$ cat src/rtl/heapsort_sift_up.sv
// Min-heap sift-up stage. It takes a queue whose newest element sits at slot sz-1
// and moves that element toward the root, doing one compare/swap per clock.
module heapsort_sift_up #(
   parameter int DEPTH = 5,
   parameter int WIDTH = 32
) (
   input  logic                   system1000,
   input  logic                   system1000_rstn,
   input  logic                   in_valid,
   output logic                   in_ready,
   input  logic [DEPTH*WIDTH-1:0] in_qu,
   input  logic [15:0]            in_sz,
   output logic                   out_valid,
   input  logic                   out_ready,
   output logic [DEPTH*WIDTH-1:0] out_qu,
   output logic [15:0]            out_sz,
   output logic [3:0]             out_swaps,
   output logic                   out_err
);

   typedef enum logic [1:0] {IDLE, SIFT, DONE} state_t;

   state_t                 state_q, state_d;
   logic [DEPTH*WIDTH-1:0] qu_q, qu_d;
   logic [15:0]            sz_q, sz_d;
   logic [15:0]            idx_q, idx_d;
   logic [3:0]             swaps_q, swaps_d;
   logic                   err_q, err_d;

   logic [15:0]             parent_idx;
   logic signed [WIDTH-1:0] child_val;
   logic signed [WIDTH-1:0] parent_val;
   logic                    do_swap;

   // Slot reads go through idx/parent equality selects, so no index needs to be
   // narrowed or widened to fit the slot count.
   always_comb begin
      parent_idx = (idx_q - 16'd1) >> 1;
      child_val  = '0;
      parent_val = '0;
      for (int i = 0; i < DEPTH; i++) begin
         if (idx_q == 16'(i)) begin
            child_val = qu_q[(DEPTH-i)*WIDTH-1 -: WIDTH];
         end
         if (parent_idx == 16'(i)) begin
            parent_val = qu_q[(DEPTH-i)*WIDTH-1 -: WIDTH];
         end
      end
      do_swap = (state_q == SIFT) && (child_val < parent_val);
   end

   always_comb begin
      state_d = state_q;
      qu_d    = qu_q;
      sz_d    = sz_q;
      idx_d   = idx_q;
      swaps_d = swaps_q;
      err_d   = err_q;
      case (state_q)
         IDLE: begin
            if (in_valid) begin
               qu_d    = in_qu;
               sz_d    = in_sz;
               swaps_d = 4'd0;
               if (in_sz > 16'(DEPTH)) begin
                  err_d   = 1'b1;
                  state_d = DONE;
               end else if (in_sz <= 16'd1) begin
                  err_d   = 1'b0;
                  state_d = DONE;
               end else begin
                  err_d   = 1'b0;
                  idx_d   = in_sz - 16'd1;
                  state_d = SIFT;
               end
            end
         end
         SIFT: begin
            if (do_swap) begin
               for (int i = 0; i < DEPTH; i++) begin
                  if (idx_q == 16'(i)) begin
                     qu_d[(DEPTH-i)*WIDTH-1 -: WIDTH] = parent_val;
                  end
                  if (parent_idx == 16'(i)) begin
                     qu_d[(DEPTH-i)*WIDTH-1 -: WIDTH] = child_val;
                  end
               end
               swaps_d = (swaps_q == 4'd15) ? 4'd15 : swaps_q + 4'd1;
               idx_d   = parent_idx;
               if (parent_idx == 16'd0) begin
                  state_d = DONE;
               end
            end else begin
               // An equal parent also stops the climb, so equal keys keep their order.
               state_d = DONE;
            end
         end
         DONE: begin
            if (out_ready) begin
               state_d = IDLE;
            end
         end
         default: state_d = IDLE;
      endcase
   end

   always_ff @(posedge system1000 or negedge system1000_rstn) begin
      if (!system1000_rstn) begin
         state_q <= IDLE;
         qu_q    <= '0;
         sz_q    <= '0;
         idx_q   <= '0;
         swaps_q <= '0;
         err_q   <= 1'b0;
      end else begin
         state_q <= state_d;
         qu_q    <= qu_d;
         sz_q    <= sz_d;
         idx_q   <= idx_d;
         swaps_q <= swaps_d;
         err_q   <= err_d;
      end
   end

   assign in_ready  = (state_q == IDLE);
   assign out_valid = (state_q == DONE);
   assign out_qu    = qu_q;
   assign out_sz    = sz_q;
   assign out_swaps = swaps_q;
   assign out_err   = err_q;

endmodule
$ cat config.mk
export PLATFORM = sky130hd
export DESIGN_NAME = heapsort_sift_up
export DESIGN_NICKNAME = d
export VERILOG_FILES = /design/src/rtl/heapsort_sift_up.sv
export SDC_FILE = /design/constraint.sdc
export NUM_CORES = 1
export LEC_CHECK = 0
export CORE_MARGIN = 4
export CORE_UTILIZATION = 47
export DETAILED_ROUTE_END_ITERATION = 10
export PLACE_DENSITY = 0.79
export SLEW_MARGIN = 15
export SYNTH_ARGS = -nofsm -noshare
export SYNTH_HDL_FRONTEND = slang
export SYNTH_SLANG_ARGS = --single-unit
$ cat constraint.sdc
create_clock -name system1000 -period 5.9 [get_ports system1000]
set_input_delay 1.18 -clock system1000 [delete_from_list [all_inputs] [get_ports system1000]]
set_output_delay 1.18 -clock system1000 [all_outputs]
set_load 0.05 [all_outputs]
; Yosys cells after proc, flatten, opt, wreduce, memory -nomap -nowiden
; Cells that the tools add are included.
[totals]
register_bits = 199
output_inout_bits = 183
word_cells = 92
in_bits = 180
[classes]
n_eq_ne = 22
addsub = 3
n_mux = 40
n_reduce_logical = 14
n_lt_le_gt_ge = 3
[ops]
columns = operator, count
row1 = 32-bit 2-to-1 mux, 20
row2 = 160-bit 2-to-1 mux, 2
row3 = 160-bit case mux with 2 select lines, 1
row4 = 16-bit 2-to-1 mux, 4
row5 = 16-bit by 2-bit equality test with 1-bit output (second input constant), 2
row6 = 16-bit zero test, 2
row7 = 32-bit < comparator, 1
row8 = 16-bit case mux with 2 select lines, 1
row9 = 16-bit by 1-bit subtractor with 16-bit output (second input constant), 2
row10 = 15-bit by 2-bit equality test with 1-bit output (second input constant), 2
row11 = 4-bit AND reduction, 5
row12 = 16-bit by 1-bit equality test with 1-bit output (second input constant), 1
row13 = 16-bit by 3-bit equality test with 1-bit output (second input constant), 1
row14 = 16-bit by 3-bit > comparator with 1-bit output (second input constant), 1
row15 = 16-bit by 1-bit less-or-equal comparator with 1-bit output (second input constant), 1
row16 = 15-bit by 1-bit equality test with 1-bit output (second input constant), 1
row17 = 15-bit by 3-bit equality test with 1-bit output (second input constant), 1
row18 = 2-bit 2-to-1 mux, 6
row19 = 4-bit 2-to-1 mux, 3
row20 = 3-bit inequality test (second input constant), 3
row21 = 2-bit inequality test (second input constant), 4
row22 = 4-bit case mux with 2 select lines, 1
row23 = 3-bit by 2-bit inequality test with 1-bit output (second input constant), 2
row24 = 2-bit case mux with 3 select lines, 1
row25 = 13 further kinds, 14

; Longest topological paths before layout
[logic_depth]
depth_word = 11
mapped_depth = 25
depth_no_buf = 19

; Worst setup path before layout
; No wires, ideal clock.
[synth_path]
path_type = flip-flop to flip-flop
from = register idx_q[8]
to = register qu_q[22] (netlist: out_qu[22])
path_buffers = 6
t_required_ns = 5.772
path_slack_ns = 0.317
stages_incl_launch_ff = 21
setup_ns = 0.128
arrival_time_ns = 5.455
period_less_slack_ns = 5.583
path_cell_list = dfrtp_1 > nor4_1 > and4_1 > clkbuf_1 > and2_1 > clkbuf_1 > clkbuf_1 > buf_1 > buf_1 > a21oi_1 > o21ai_0 > ha_1 > a21oi_1 > a31oi_1 > a211oi_1 > or4b_1 > nor4_4 > nor3_4 > o21ai_2 > buf_4 > mux2_1
[synth_between]
elab_chain_cells = 11
word_cells_on_any_way = 30
cone_classes = add/sub: 1 / order compare: 1 / eq/ne: 10 / mux: 14 / reduce/logical: 4
[synth_lines]
columns = element, line_no
row1 = start: declaration, 26  ; logic [15:0] idx_q, idx_d;
row2 = start signal: assignment, 119  ; idx_q <= idx_d;
row3 = 16-bit by 1-bit subtractor with 16-bit output, 38  ; parent_idx = (idx_q - 16'd1) >> 1;
row4 = 16-bit zero test, 45  ; if (parent_idx == 16'(i)) begin
row5 = 32-bit 2-to-1 mux (5 in series), 45
row6 = 32-bit < comparator or 32-bit 2-to-1 mux (tied branches), "49, 81"
row7 = 1-bit logical AND or 32-bit 2-to-1 mux (tied branches), "49, 84"
row8 = 2-bit inequality test (no line) or 160-bit 2-to-1 mux (tied branches), -
row9 = 4-bit AND reduction (no line) or 160-bit case mux with 2 select lines (tied branches), -
row10 = end signal: assignment, 117  ; qu_q <= qu_d;
row11 = end: declaration, 24  ; logic [DEPTH*WIDTH-1:0] qu_q, qu_d;
; Parallel ways exist; a longest one is shown, timed or not. The select of a mux whose other input is x is not followed.
; A chain may end at the register's enable or synchronous reset.

; Worst setup path after layout
[layout_path]
from = register idx_q[1]
to = register qu_q[90] (netlist: out_qu[90])
; Same word-level chain as after synthesis.

==> qor.yml <==
ant_nets: 0
p_leak_nw: 8.33
io_pins: 363
synth_cell_types: 81
overflow: 0
path_class: "reg -> reg"
cp.required_ns: 6.23
hpwl_mm: 50.2
viasPerCell: 6.56
path_cells: "inv_1, ha_1, or3b_1, o31ai_1, nand4_1, buf_4, nor3_2, nand2b_1, buf_12, a21oi_1, inv_1, ha_1, nand4_1, a31oi_1, a211oi_2, or4b_1, nor4_4, nor3_4, a21oi_4, buf_12, mux2_2"
outcome: "complete, no violations"
setup_viol: 0
rsz0062_at_grt: "false"
totalWireLength_mm: 68.1
ff2ff_path_depth: 21
vias: 17548
seq_area_frac_synth_pct: 31.9
htree_levels: 4
finalMaxSlewViolations: 0
clkTransAtPathRegs_ns: 0.08
holdPathEnd: "out_sz[1]"
cts_buffers: 17
relSlewSlack_pct: 21.5
worstReg2RegEnd: "out_qu[90]"
cp-end-kind: "flip-flop"
r2r-start: "idx_q[1]"
hold_depth: 2
numClockSinks: 199
antenna_found_initial: 0
first_iter_violations: 2515
hold_violations: 0
first_global_vias: 16990
crit_slowest_cell: "or4b_1"
maxCapViolCount: 0
period_minus_slack_ns: 5.69
min-delay-start: "out_sz[1]"
place.gp.congestion: 0.933
yosysWarnings: 0
grtUsageTotal_pct: 36.4
initial_core_util_pct: 47.8
syn-mean-instance-area_um2: 8.25
fin_hold_ws_ns: 0.483
antenna_cells: 0
worst_pin_slew_ns: 1.17
grt_max_degree: 206
yosys_most_used_dff: "dfrtp_1"
die_area_um2: 36200
peakVddDrop_v: 0.000213
finClkSkew_ns: 0.0155
portBuffers: 362
timing.final.crit_share_pct: 96.4
synth_enable_flop_cells: 0
powerDensity_nw_per_um2: 262
num_rows: 66
core_area_um2: 32700
timing.setup.tns_ns: 0
drive_above_1_share_pct: 15.1
syn_inst: 1893
hp-class: "reg -> reg"
die_w_um: 190
clk_latency_ns: 0.46
cts_root_buffer: "clkbuf_16"
cp_max_fo: 28
worstPathArrival_ns: 6.02
synth_nets: 2111
slowest_delay_ns: 0.52
fin_nets: 2440
wl_per_cell_um: 25.4
netlist_area_um2: 15600
async_flop_share_pct: 100
r2r_setup_slack_ns: 0.21
drc: 0
fillers: 2839
drt_pre_antenna_iters: 6
max_freq_mhz: 176
cts_tree: "done"
grt_pass1_wl_mm: 103
fin_util_pct: 63.4
crit_buf_inv: 5
die_y_um: 190
startpoint_type: "flip-flop"
cts_buffer_depth: 2
area_delta_synth_final_pct: 32.8
crit_family: "simple AND/OR/NAND/NOR gates"
synth_seq_cells: 199
worst max path at each step:
| stage | start | to | slack (ns) | depth (start not counted) |
|---|---|---|---|---|
| final | idx_q[1] | out_qu[90] | 0.21 | 21 |
| after global routing | idx_q[1] | out_qu[16] | 0.01 | 21 |
| after CTS | idx_q[1] | out_qu[16] | 0.08 | 19 |
| after detailed placement | idx_q[1] | out_qu[81] | 0.15 | 19 |
| after global placement | idx_q[0] | out_qu[1] | 0.31 | 21 |
| after floorplan | idx_q[8] | out_qu[22] | 0.32 | 20 |
routing by layer:
metal | global-route usage [%] | vias to the layer above | wire [µm]
met5 | 0 | - | 0
met4 | 12.6 | 0 | 2640
met3 | 8.93 | 215 | 8110
met2 | 56.8 | 1301 | 30000
met1 | 49.6 | 8372 | 27400
li1 | - | 7660 | -
report_power, final:
part	internal [mW]	switching, mW
combinational	0.790	1.34
clock	0.619	0.621
sequential	1.62	0.452
placed cells by master (no fill, tap or decap), types with 8 or more instances in the layout:
master,count
a211oi_1,34
a211oi_2,17
a21boi_0,9
a21o_1,13
a21oi_1,114
a221oi_1,9
a22o_1,19
a22oi_1,81
a31oi_1,8
a32oi_1,12
buf_12,14
buf_4,101
clkbuf_16,17
clkdlybuf4s50_1,361
dfrtp_1,199
ha_1,38
inv_1,27
mux2_1,38
mux2_2,119
mux2i_1,18
nand2_1,346
nand2_2,16
nand3_1,59
nand4_1,13
nor2_1,71
nor3_1,60
nor3b_1,26
o21ai_0,145
o22ai_1,8
o31ai_1,67
or4_1,8
xnor2_1,8
cells by family after synthesis:
family / after synthesis / synth area share [%]
fa+ha+maj: 38 / 3.04
simple gates: 672 / 20.2
xor+xnor: 14 / 0.785
flops: 199 / 31.9
compound gates: 600 / 26.0
mux: 175 / 12.5
buf+inv: 195 / 5.65
worst min-delay path, delay by kind of cell, from the launching register on:
| kind | cells | cell delay (ns) |
|---|---|---|
| DFF | 1 | 0.35 |
| AOI/OAI and AO/OA | 1 | 0.06 |
| and+or+nand+nor | 1 | 0.04 |
area by class of cell:
cell class,count,area (µm²),share of cell area (%)
clock buffers,19,453,2.18
clock inverters,13,138,0.663
inverters,27,101,0.488
multi-input cells,1499,9850,47.5
flip-flops and latches,199,4980,24.0
well taps,442,553,2.67
repair buffers,478,4680,22.5
flip-flops by register name (all words and copies together), names as in the netlist:
name       cells
idx_q         16
out_err        1
out_qu       160
out_swaps      4
out_sz        16
state_q        2
cells in the mapped netlist (9+ instances only):
cell / n / area share [%]
nand2_1: 346 / 8.3
dfrtp_1: 199 / 32
o21ai_0: 146 / 4.7
mux2_2: 119 / 8.6
a21oi_1: 115 / 3.7
clkbuf_1: 108 / 2.6
a22oi_1: 81 / 3.9
nor2_1: 73 / 1.8
o31ai_1: 67 / 3.2
nor3_1: 62 / 2.0
nand3_1: 59 / 1.9
ha_1: 38 / 3.0
mux2_1: 38 / 2.7
a211oi_1: 35 / 1.7
inv_1: 27 / 0.65
nor3b_1: 26 / 1.2
buf_2: 22 / 0.70
a22o_1: 19 / 1.1
buf_4: 19 / 0.91
mux2i_1: 18 / 1.2
a211oi_2: 16 / 1.3
nand2_2: 16 / 0.64
a21o_1: 13 / 0.62
buf_1: 13 / 0.31
nand4_1: 13 / 0.52
a21boi_0: 12 / 0.58
a32oi_1: 12 / 0.67
nor4_1: 10 / 0.40
a221oi_1: 9 / 0.50
and2_1: 9 / 0.36
through the flow:
stage | area [µm²] | setup slack, ns | total power, mW | instances
after floorplan | 15600 | 0.317 | 3.19 | 1893
after global placement | 20100 | 0.315 | 4.16 | 2643
after detailed placement | 20100 | 0.150 | 4.20 | 2643
after CTS | 20700 | 0.0775 | 5.42 | 2675
after global routing | 20700 | 0.0123 | 5.60 | 2677
final | 20700 | 0.211 | 5.44 | 2677
timing repair:
item / CTS / global route
hold buffers: 0 / 0
gates resized for setup: 0 / 8
setup buffers: 0 / 2
endpoints found under the hold margin: 0 / 0
setup endpoints to repair: 0 / 174
No activity file was read; power rests on OpenSTA's default activity.
